$ cat config.mk
export PLATFORM = sky130hd
export DESIGN_NAME = seq_frame_loader
export DESIGN_NICKNAME = d
export VERILOG_FILES = /design/src/rtl/seq_frame_loader.sv
export SDC_FILE = /design/constraint.sdc
export NUM_CORES = 1
export LEC_CHECK = 0
export ABC_AREA = 0
export CORE_MARGIN = 2
export CORE_UTILIZATION = 30
export CTS_BUF_LIST = sky130_fd_sc_hd__clkbuf_8 sky130_fd_sc_hd__clkbuf_16
export CTS_CLUSTER_DIAMETER = 30
export CTS_CLUSTER_SIZE = 14
export DETAILED_ROUTE_END_ITERATION = 7
export PLACE_DENSITY = 0.59
export SLEW_MARGIN = 30
export SYNTH_ARGS = -nofsm -noshare
export SYNTH_HDL_FRONTEND = slang
export SYNTH_SLANG_ARGS = --single-unit
$ cat constraint.sdc
create_clock -name clk -period 47.5 [get_ports clk]
set_clock_uncertainty 0.05 [all_clocks]
set_input_delay 9.5 -clock clk [delete_from_list [all_inputs] [get_ports clk]]
set_output_delay 9.5 -clock clk [all_outputs]
set_load 0.01 [all_outputs]
$ cat src/rtl/seq_frame_loader.sv
// Streams row-major tokens into a SEQ_LEN x EMBED_DIM frame with positional bias,
// then issues the frame to an encoder and waits for its completion.
// Ports:
//   clk, rst                  clock, async active-high reset
//   in_valid/in_data/in_last  element stream input; in_ready back-pressure
//   enc_done                  encoder finished with the issued frame
//   x_out                     assembled frame (registered)
//   frame_valid               one-cycle issue pulse
//   err                       one-cycle pulse when a sequence ends early
//   frame_count               frames issued, wraps at 256
module seq_frame_loader #(
  parameter int SEQ_LEN   = 4,
  parameter int EMBED_DIM = 8,
  parameter int DATA_W    = 16,
  parameter int POS_STEP  = 0
) (
  input  logic                     clk,
  input  logic                     rst,
  input  logic                     in_valid,
  input  logic signed [DATA_W-1:0] in_data,
  input  logic                     in_last,
  output logic                     in_ready,
  input  logic                     enc_done,
  output logic signed [SEQ_LEN-1:0][EMBED_DIM-1:0][DATA_W-1:0] x_out,
  output logic                     frame_valid,
  output logic                     err,
  output logic [7:0]               frame_count
);

  localparam int RB = (SEQ_LEN > 1) ? $clog2(SEQ_LEN) : 1;
  localparam int CB = (EMBED_DIM > 1) ? $clog2(EMBED_DIM) : 1;
  localparam int RW = DATA_W + 8;

  localparam logic signed [RW-1:0] STEP = RW'(POS_STEP);
  localparam logic signed [RW-1:0] MAXV =
    RW'((64'sd1 <<< (DATA_W - 1)) - 64'sd1);
  localparam logic signed [RW-1:0] MINV = -MAXV - RW'(1);

  typedef enum logic [1:0] {
    S_FILL  = 2'd0,
    S_ISSUE = 2'd1,
    S_WAIT  = 2'd2
  } state_t;

  state_t            r_state;
  logic [RB-1:0]     r_row;
  logic [CB-1:0]     r_col;
  logic signed [SEQ_LEN-1:0][EMBED_DIM-1:0][DATA_W-1:0] r_x;
  logic              r_fv;
  logic              r_err;
  logic [7:0]        r_cnt;

  logic                     w_acc;
  logic                     w_final;
  logic                     w_row_end;
  logic signed [RW-1:0]     w_row_s;
  logic signed [RW-1:0]     w_bias;
  logic signed [RW-1:0]     w_sum;
  logic signed [DATA_W-1:0] w_sat;

  assign in_ready  = (r_state == S_FILL);
  assign w_acc     = in_valid && in_ready;
  assign w_row_end = (r_col == CB'(EMBED_DIM - 1));
  assign w_final   = w_row_end && (r_row == RB'(SEQ_LEN - 1));

  // Widened sum so row*POS_STEP cannot wrap before clamping.
  assign w_row_s = RW'(r_row);
  assign w_bias  = w_row_s * STEP;
  assign w_sum   = RW'(in_data) + w_bias;

  always_comb begin
    w_sat = w_sum[DATA_W-1:0];
    if (w_sum > MAXV) begin
      w_sat = MAXV[DATA_W-1:0];
    end else if (w_sum < MINV) begin
      w_sat = MINV[DATA_W-1:0];
    end
  end

  always_ff @(posedge clk or posedge rst) begin
    if (rst) begin
      r_state <= S_FILL;
      r_row   <= '0;
      r_col   <= '0;
      r_x     <= '0;
      r_fv    <= 1'b0;
      r_err   <= 1'b0;
      r_cnt   <= '0;
    end else begin
      r_fv  <= 1'b0;
      r_err <= 1'b0;
      unique case (r_state)
        S_FILL: begin
          if (w_acc) begin
            r_x[r_row][r_col] <= w_sat;
            if (w_final) begin
              // Pulse and count land in the ISSUE cycle.
              r_row   <= '0;
              r_col   <= '0;
              r_fv    <= 1'b1;
              r_cnt   <= r_cnt + 8'd1;
              r_state <= S_ISSUE;
            end else if (in_last) begin
              // Short sequence: drop it, stale data is overwritten later.
              r_row <= '0;
              r_col <= '0;
              r_err <= 1'b1;
            end else if (w_row_end) begin
              r_col <= '0;
              r_row <= r_row + RB'(1);
            end else begin
              r_col <= r_col + CB'(1);
            end
          end
        end
        S_ISSUE: r_state <= S_WAIT;
        S_WAIT: begin
          if (enc_done) begin
            r_state <= S_FILL;
          end
        end
        default: r_state <= S_FILL;
      endcase
    end
  end

  assign x_out       = r_x;
  assign frame_valid = r_fv;
  assign err         = r_err;
  assign frame_count = r_cnt;

endmodule

==> results of run 1 <==
[cells in the mapped netlist (5+ instances only)]
cell        n  share of area (%)
buf_2       9               0.22
buf_4      20               0.74
buf_6      13               0.72
clkbuf_1   51               0.94
dfrtp_1   529                 65
ha_1        7               0.43
mux2_1     19                1.0
mux2_2    495                 27
nand2_1    11               0.20
nand2_2     6               0.18
nand2_4    10               0.55
nor2_4     13               0.72
nor3_1      5               0.12
xor2_1      7               0.30
[how the worst max path moves through the flow]
stage / end / slack, ns / cells after the start
finish: x_out[461] / 35.33 / 5
global route: x_out[285] / 34.86 / 5
CTS: x_out[155] / 34.72 / 5
detailed placement: x_out[174] / 34.02 / 5
global placement: x_out[425] / 34.12 / 5
floorplan: err / 23.17 / 1
[layer usage]
layer	up-vias	global-route usage, %	part of all wire, %
met1	6908	22.82	41
met4	0	7.589	3.4
met2	458	31.47	49
li1	5551	-	-
met3	130	5.797	7.0
met5	-	0	0
[sequential cells by signal (all words and copies together) (netlist names)]
| signal | cells |
|---|---|
| x_out | 512 |
| frame_count | 8 |
| r_col | 3 |
| r_row | 2 |
| r_state | 2 |
| err | 1 |
| frame_valid | 1 |
[metrics by stage]
step / setup WS, ns / std cells / hold slack, ns / power [mW] / cell area (um2)
5_1_grt: 34.86 / 2790 / 0.4561 / 1.540 / 30640
3_5_place_dp: 34.02 / 2573 / 0.4151 / 0.6830 / 26490
6_report: 35.33 / 2791 / 0.4210 / 1.485 / 30640
3_3_place_gp: 34.12 / 2573 / 0.4101 / 0.6790 / 26480
2_1_floorplan: 23.17 / 1238 / 0.4489 / 0.5810 / 20420
4_1_cts: 34.72 / 2790 / 0.4280 / 1.503 / 30610
[power by group through the flow]
stage | logic, mW | registers [mW] | clock network [mW]
finish | 0.165 | 0.509 | 0.811
global route | 0.174 | 0.513 | 0.852
CTS | 0.168 | 0.509 | 0.826
detailed placement | 0.167 | 0.516 | 0
global placement | 0.165 | 0.514 | 0
floorplan | 0.0511 | 0.530 | 0
[layout make-up]
| cell class | count | area share [%] |
|---|---|---|
| sequential | 529 | 43.20 |
| clock inverter | 77 | 2.875 |
| inverter | 4 | 0.07350 |
| tap | 873 | 3.565 |
| multi-input combinational | 611 | 21.80 |
| clock buffer | 140 | 10.55 |
| antenna | 1 | 0.008166 |
| timing repair buffer | 556 | 17.92 |
[worst max-delay path, cell delays in order]
cell and delay (ns):
clkdlybuf4s50_1 0.49, inv_8 0.58, buf_6 0.61, buf_4 0.74, buf_4 0.73
[cell families (layout without fill, tap and decap cells)]
kind of cell             count (synthesis)  in the layout  synth area share [%]
flip-flops                             529            529                 64.82
multiplexers                           514            514                 28.34
other                                    0              1                     0
AND/OR/NAND/NOR                         78             78                 3.247
XOR/XNOR                                 7              7                0.3002
buffers and inverters                   98            777                 2.708
AO/OA/AOI/OAI                            5              5                0.1471
adder cells (fa/ha/maj)                  7              7                0.4289
==> summary.md, run 1 <==
| Metric | Value |
|---|---|
| Pins over their slew limit | 0 |
| Clk_lat worst skew | 0.66 ns |
| Combinational share of power | 11.1% |
| Mapped Area | 20,420 um2 |
| Seq pwr share | 34.3% |
| Initial Util | 30.35% |
| Root Buffer | clkbuf_16 |
| Routed wire per std cell | 23.98 um |
| Top Ports | 544 |
| Post-route setup TNS | 0 ns |
| CP max FO | 119 |
| P_leak | 14.50 nW |
| Fmax | 82.14 MHz |
| Clock sinks | 529 |
| Sequential area share after synthesis | 64.82% |
| Port Buf Inserts | 543 |
| Post-synth EDFFs | 0 |
| H-tree depth | 3 |
| Row cnt | 95 |
| Number of synthesized register bits | 529 |
| CP startpoint kind | primary input |
| Worst min path class | reg2reg |
| CTS Buf Count | 116 |
| Core area | 67,280 um2 |
| Final ANT Viol Nets | 0 |
| Vias | 13,050 |
| Largest net degree at the start of global routing | 120 |
| Vias/cell | 4.675 |
| WL final | 66.92 mm |
| Peak VDD IR | 0.00003133 V |
| End-of-flow core utilization | 45.55% |
| Crit Reg-Reg Startpoint | r_state[0] |
| Sequential cell area | 13,240 um2 |
| DRC viols | 0 |
| Switch Pwr | 358.2 uW |
| Relative slew slack | 36.41% |
| Commonest non-fill, non-tap cell in the layout | clkdlybuf4s50_1 |
| CTS clk-pin slew, worst paths | 0.05 ns |
| Iter 0 DRT Violations | 566 |
| Prevailing post-synth register cell | dfrtp_1 |
| Worst EP required | 48.16 ns |
| PwrDens | 48.46 nW/um2 |
| Worst slew pin tran | 0.9517 ns |
| Fin. Hold Viols | 0 |
| Final worst path period share | 25.63% |
| Die width | 264.9 um |
| Unique masters post-synth | 33 |
| Warnings from Yosys | 0 |
| Initial antenna violation count | 4 |
| RSZ-0062 raised after global routing | no |
| First-pass DRT Iterations | 4 |
| R2R Path End | x_out[440] |
| Hold Crit Endpoint | frame_count[7] |
| Status | finished clean |
| Tot GR Track Use | 18.89% |
| Pint | 1.127 mW |
| Maxcap violations | 0 |
| Hold Crit Depth | 1 |
| Sw frac | 24.13% |
| Cells after Synth | 1,238 |
| Syn_nets | 1,266 |
| Share of layout cells above drive strength 1 | 39.70% |
| RePlAce Congestion | 0.7564 |
| Fin crit period | 12.17 ns |
| Post-CTS setup buffers | 0 |
| Min-delay src | frame_count[7] |
| Area of the multi-input gates | 6681 um2 |
| CTS Hold Buffers Added | 0 |
| PostCTS Resize Cnt | 0 |
| Critical Path Source | rst |
| Syn Area/Cell | 16.50 um2 |
| Critical Path AT | 12.84 ns |
| Number of global-route vias before repair | 14,160 |
| Area grow syn2layout | 50.06% |
| Reg2Reg Setup Slack | 44.76 ns |
| Worst Reg2Reg Path Length in Cells | 3 |
| Die footprint | 70,170 um2 |
| Most frequent cells in the layout | 532 x clkdlybuf4s50_1, 529 x dfrtp_1, 495 x mux2_2 |
| Post-DP HPWL | 44.64 mm |
| Final Net Count | 1,846 |
| Clk buf depth | 3 |
| Clk pwr share | 54.6% |
| First-pass GRT wire length | 97.49 mm |
| Post-synth ARST share | 100.0% |
| CP Class | in2async |
| Final Setup Violations | 0 |
| Grt total ovfl | 0 |
| TritonCTS clock tree | done |
| Filler Cell Count | 5,972 |
| CP Capture Type | asynchronous set/reset pin |
| Height of the die | 264.9 um |
(Power assumes the default switching activity.)
==> inputs of run 2 (changes only) <==
--- a/config.mk
+++ b/config.mk
@@ -12,7 +12,7 @@
 export CTS_CLUSTER_DIAMETER = 30
 export CTS_CLUSTER_SIZE = 14
 export DETAILED_ROUTE_END_ITERATION = 7
-export PLACE_DENSITY = 0.59
+export PLACE_DENSITY = 0.61
 export SLEW_MARGIN = 30
 export SYNTH_ARGS = -nofsm -noshare
 export SYNTH_HDL_FRONTEND = slang
==> constraint.sdc (replaced) <==
create_clock -name clk -period 10.5 [get_ports clk]
set_clock_uncertainty 0.05 [all_clocks]
set_input_delay 2.1 -clock clk [delete_from_list [all_inputs] [get_ports clk]]
set_output_delay 2.1 -clock clk [all_outputs]
set_load 0.01 [all_outputs]
==> summary.md, run 2 (synthesis gave the netlist of run 1 again) <==
| Metric | Value |
|---|---|
| Pint | 5.313 mW |
| Max reg flops | 512 |
| Post-DP HPWL | 44.48 mm |
| Filler Cell Count | 5,885 |
| TritonCTS clock tree | done |
| Iter 0 DRT Violations | 480 |
| Commonest non-fill, non-tap cell in the layout | clkdlybuf4s50_1 |
| WL final | 65.92 mm |
| Relative slew slack | 38.66% |
| Final Cell Area | 30,910 um2 |
| Post-route setup TNS | 0 ns |
| Final Net Count | 1,856 |
| PostCTS Resize Cnt | 0 |
| CP Capture Type | flip-flop |
| Critical Path AT | 4.59 ns |
| Tot GR Track Use | 18.70% |
| CTS Buf Count | 119 |
| Clock sinks | 529 |
| Post-Place Cell Area | 26,550 um2 |
| CP startpoint kind | primary input |
| Crit-path cells | clkdlybuf4s50_1 -> nor4bb_2 -> nand2_2 -> mux2_2 |
| Pins over their slew limit | 0 |
| Total power | 6.929 mW |
| Grt total ovfl | 0 |
| Routed wire per std cell | 23.50 um |
| Final Setup Violations | 0 |
| Number of global-route vias before repair | 14,070 |
| Fmax | 242.5 MHz |
| CTS Hold Buffers Added | 0 |
| Final WS setup | 6.376 ns |
| Status | finished clean |
| Initial Util | 30.35% |
| Sw frac | 23.33% |
| Share of layout cells above drive strength 1 | 40.31% |
| Initial antenna violation count | 4 |
| Most frequent cells in the layout | 535 x clkdlybuf4s50_1, 529 x dfrtp_1, 495 x mux2_2 |
| Hold Crit Depth | 1 |
| Row cnt | 95 |
| Worst min path class | reg2reg |
| Clk pwr share | 55.9% |
| First-pass GRT wire length | 96.81 mm |
| First-pass DRT Iterations | 4 |
| RePlAce Congestion | 0.7478 |
| DP Worst Slack | 5.711 ns |
| PwrDens | 224.2 nW/um2 |
| Seq pwr share | 33.2% |
| Vias | 13,000 |
| Port Buf Inserts | 543 |
| Final worst path period share | 39.27% |
| Min-delay src | frame_count[7] |
| Reg2Reg Setup Slack | 7.83 ns |
| Largest net degree at the start of global routing | 166 |
| Clk_lat worst skew | 0.65 ns |
| Height of the die | 264.9 um |
| CP Class | in2reg |
| Core area | 67,280 um2 |
| H-tree depth | 3 |
| Worst slew pin tran | 0.9071 ns |
| Top Ports | 544 |
| Die width | 264.9 um |
| Worst Reg2Reg Path Length in Cells | 3 |
| Largest stage delay, worst path | 0.87 ns |
| Maxcap violations | 0 |
| Fin crit period | 4.124 ns |
| Post-CTS setup buffers | 0 |
| Worst EP required | 10.96 ns |
| Peak VDD IR | 0.0001454 V |
| Vias/cell | 4.635 |
| DRC viols | 0 |
| Hold Crit Endpoint | frame_count[7] |
| Switch Pwr | 1.616 mW |
| Fin. Hold Viols | 0 |
| Clk buf depth | 3 |
| RSZ-0062 raised after global routing | no |
| P_leak | 14.62 nW |
| Die footprint | 70,170 um2 |
| R2R Path End | x_out[465] |
| Root Buffer | clkbuf_16 |
| Area grow syn2layout | 51.36% |
| Slowest cell on the critical path | nor4bb_2 |
| Final ANT Viol Nets | 0 |
| CTS clk-pin slew, worst paths | 0.04 ns |
| CP max FO | 16 |
| Crit Reg-Reg Startpoint | r_state[0] |
| Combinational share of power | 10.9% |
==> run 2: cell types whose count changed in the layout (fill, tap and decap cells not counted), moves of 5 or more <==
cell / change
clkbuf_8: -7
clkinv_16: -5
inv_1: -7
buf_4: +6
bufinv_16: +9
clkinv_2: +7
==> run 2: layout make-up <==
class	count	area, um2	area share, %
antenna	2	5.005	0.01619
clock buffer	136	3212	10.39
clock inverter	87	1072	3.469
inverter	4	18.77	0.06072
multi-input combinational	611	6658	21.54
sequential	529	13240	42.83
tap	873	1092	3.534
timing repair buffer	563	5614	18.16
==> run 2: worst max path at each step <==
stage	start	to	slack, ns
detailed placement	in_valid	x_out[4]	5.71
CTS	r_state[1]	in_ready	6.37
global route	rst	x_out[318]	6.25
floorplan	rst	err	1.16
finish	in_valid	x_out[4]	6.38
global placement	in_valid	x_out[4]	5.80
==> run 2: metal layers <==
layer,vias up,GRT usage (%),wire length (um)
met1,6842,22.10,26360
met5,-,0,0
met3,112,6.177,4943
met4,0,6.887,1964
met2,455,31.69,32650
li1,5592,-,-
==> run 2: critical path: cells and delay by family <==
family	cells	cell delay, ns
simple gates	2	1.42
mux	1	0.43
buf+inv	1	0.63
==> run 2: through the flow <==
stage,instances,utilization [%],hold WS (ns)
final,2805,45.94,0.4233
after global placement,2578,39.47,0.4106
after floorplan,1238,-,0.4489
after detailed placement,2578,39.47,0.4147
after CTS,2801,45.84,0.4275
after global routing,2803,45.94,0.4433
==> run 2: power groups by stage <==
stage	logic [mW]	registers, mW	clock network (mW)
2_1_floorplan	0.231	2.40	0
3_3_place_gp	0.754	2.32	0
3_5_place_dp	0.764	2.33	0
4_1_cts	0.766	2.30	3.95
5_1_grt	0.798	2.32	4.07
6_report	0.754	2.30	3.88
==> inputs of run 3 (changes only) <==
--- a/config.mk
+++ b/config.mk
@@ -12,7 +12,7 @@
 export CTS_CLUSTER_DIAMETER = 30
 export CTS_CLUSTER_SIZE = 14
 export DETAILED_ROUTE_END_ITERATION = 7
-export PLACE_DENSITY = 0.61
+export PLACE_DENSITY = 0.59
 export SLEW_MARGIN = 30
 export SYNTH_ARGS = -nofsm -noshare
 export SYNTH_HDL_FRONTEND = slang
==> constraint.sdc (replaced) <==
create_clock -name clk -period 3.89 [get_ports clk]
set_clock_uncertainty 0.05 [all_clocks]
set_input_delay 0.778 -clock clk [delete_from_list [all_inputs] [get_ports clk]]
set_output_delay 0.778 -clock clk [all_outputs]
set_load 0.01 [all_outputs]
==> summary.md, run 3 (synthesis gave the netlist of run 1 again) <==
| Metric | Value |
|---|---|
| Post-DP HPWL | 45.69 mm |
| CTS Buf Count | 120 |
| Commonest non-fill, non-tap cell in the layout | clkdlybuf4s50_1 |
| RePlAce Congestion | 0.7714 |
| Fin crit period | 2.819 ns |
| First-pass GRT wire length | 98.30 mm |
| Final Net Count | 1,866 |
| Die width | 264.9 um |
| Final Setup Violations | 0 |
| Crit-path cells | nor2_1 -> clkdlybuf4s50_1 |
| Final Cell Area | 30,970 um2 |
| Largest net degree at the start of global routing | 100 |
| Post-Place Cell Area | 26,660 um2 |
| R2R Path End | x_out[502] |
| Core area | 67,280 um2 |
| Total power | 18.58 mW |
| Pins over their slew limit | 0 |
| Clk buf depth | 3 |
| First-pass DRT Iterations | 4 |
| CP Class | reg2out |
| Fmax | 354.7 MHz |
| DP Worst Slack | 0.7623 ns |
| Port Buf Inserts | 543 |
| CP startpoint kind | flip-flop |
| Hold Crit Endpoint | x_out[289] |
| Most frequent cells in the layout | 532 x clkdlybuf4s50_1, 529 x dfrtp_1, 495 x mux2_2 |
| Area grow syn2layout | 51.64% |
| Root Buffer | clkbuf_16 |
| Share of layout cells above drive strength 1 | 40.41% |
| Clk pwr share | 55.6% |
| Final ANT Viol Nets | 0 |
| Switch Pwr | 4.380 mW |
| Worst slew pin tran | 0.9871 ns |
| Row cnt | 95 |
| Tot GR Track Use | 19.00% |
| Die footprint | 70,170 um2 |
| Clock sinks | 529 |
| Initial Util | 30.35% |
| Iter 0 DRT Violations | 610 |
| Height of the die | 264.9 um |
| Clk_lat worst skew | 0.66 ns |
| Final WS setup | 1.071 ns |
| Worst EP required | 3.06 ns |
| Crit Reg-Reg Startpoint | r_col[0] |
| CP Capture Type | output pin |
| Routed wire per std cell | 23.70 um |
| Top Ports | 544 |
| Pint | 14.20 mW |
| WP buf/inv | 1 |
| CP delay by family, top | buffers and inverters |
| End-of-flow core utilization | 46.03% |
| Min-delay src | x_out[289] |
| Initial antenna violation count | 5 |
| WL final | 66.73 mm |
| Seq pwr share | 33.5% |
| Maxcap violations | 0 |
| Reg2Reg Setup Slack | 1.46 ns |
| PostCTS Resize Cnt | 0 |
| Largest stage delay, worst path | 0.60 ns |
| CTS clk-pin slew, worst paths | 0.05 ns |
| Number of global-route vias before repair | 14,090 |
| Worst Reg2Reg Path Length in Cells | 3 |
| PwrDens | 600.1 nW/um2 |
| DRC viols | 0 |
| CTS Hold Buffers Added | 0 |
| RSZ-0062 raised after global routing | no |
| Vias | 13,030 |
| H-tree depth | 3 |
| Sw frac | 23.57% |
| Vias/cell | 4.626 |
| Hold Crit Depth | 1 |
| Status | finished clean |
| Final worst path period share | 72.48% |
| Combinational share of power | 10.8% |
| Relative slew slack | 34.19% |
| Slowest cell on the critical path | clkdlybuf4s50_1 |
| Worst min path class | reg2reg |
| Post-CTS setup buffers | 0 |
| TritonCTS clock tree | done |
| Critical Path AT | 1.99 ns |
| P_leak | 14.65 nW |
| Grt total ovfl | 0 |
| Fin. Hold Viols | 0 |
| CP max FO | 12 |
| Peak VDD IR | 0.0003567 V |
| Max reg flops | 512 |
run 3: final cells by class:
cell class / instances / area [um2]
fillers: 5910 / 36310
flip-flops and latches: 529 / 13240
multi-input cells: 611 / 6649
clock buffers: 137 / 3237
inverters: 4 / 18.77
clock inverters: 87 / 1064
well taps: 873 / 1092
repair buffers: 572 / 5660
diodes: 3 / 7.507
run 3: worst max path at each step:
| stage | from | cells after the start | slack (ns) | endpoint |
|---|---|---|---|---|
| 6_report | r_state[1] | 2 | 1.07 | in_ready |
| 5_1_grt | r_state[1] | 2 | 0.94 | in_ready |
| 4_1_cts | r_state[1] | 2 | 0.99 | in_ready |
| 3_5_place_dp | in_valid | 4 | 0.76 | x_out[225] |
| 3_3_place_gp | in_valid | 4 | 0.83 | x_out[226] |
| 2_1_floorplan | rst | 1 | -4.13 | err |
run 3: stage by stage:
stage / hold slack (ns) / TNS [ns] / instances
floorplan: 0.4489 / -2183.77 / 1238
global placement: 0.4111 / 0 / 2589
detailed placement: 0.4234 / 0 / 2589
CTS: 0.4390 / 0 / 2813
global route: 0.4522 / 0 / 2813
finish: 0.4412 / 0 / 2816
run 3: power by group through the flow:
stage | Combinational, mW | Sequential [mW] | Clock (mW)
global route | 2.14 | 6.28 | 10.9
floorplan | 0.624 | 6.47 | 0
detailed placement | 2.05 | 6.31 | 0
CTS | 2.06 | 6.23 | 10.5
global placement | 2.02 | 6.30 | 0
finish | 2.02 | 6.23 | 10.3
run 3: per-layer routing:
layer | wire length, um | vias up | share of wire [%] | track usage (%)
met4 | 1996 | 2 | 3.0 | 6.398
met3 | 4654 | 127 | 7.0 | 5.564
met2 | 33030 | 416 | 49 | 31.96
met5 | 11 | - | 0.016 | 0
met1 | 27040 | 6888 | 41 | 23.34
li1 | - | 5593 | - | -
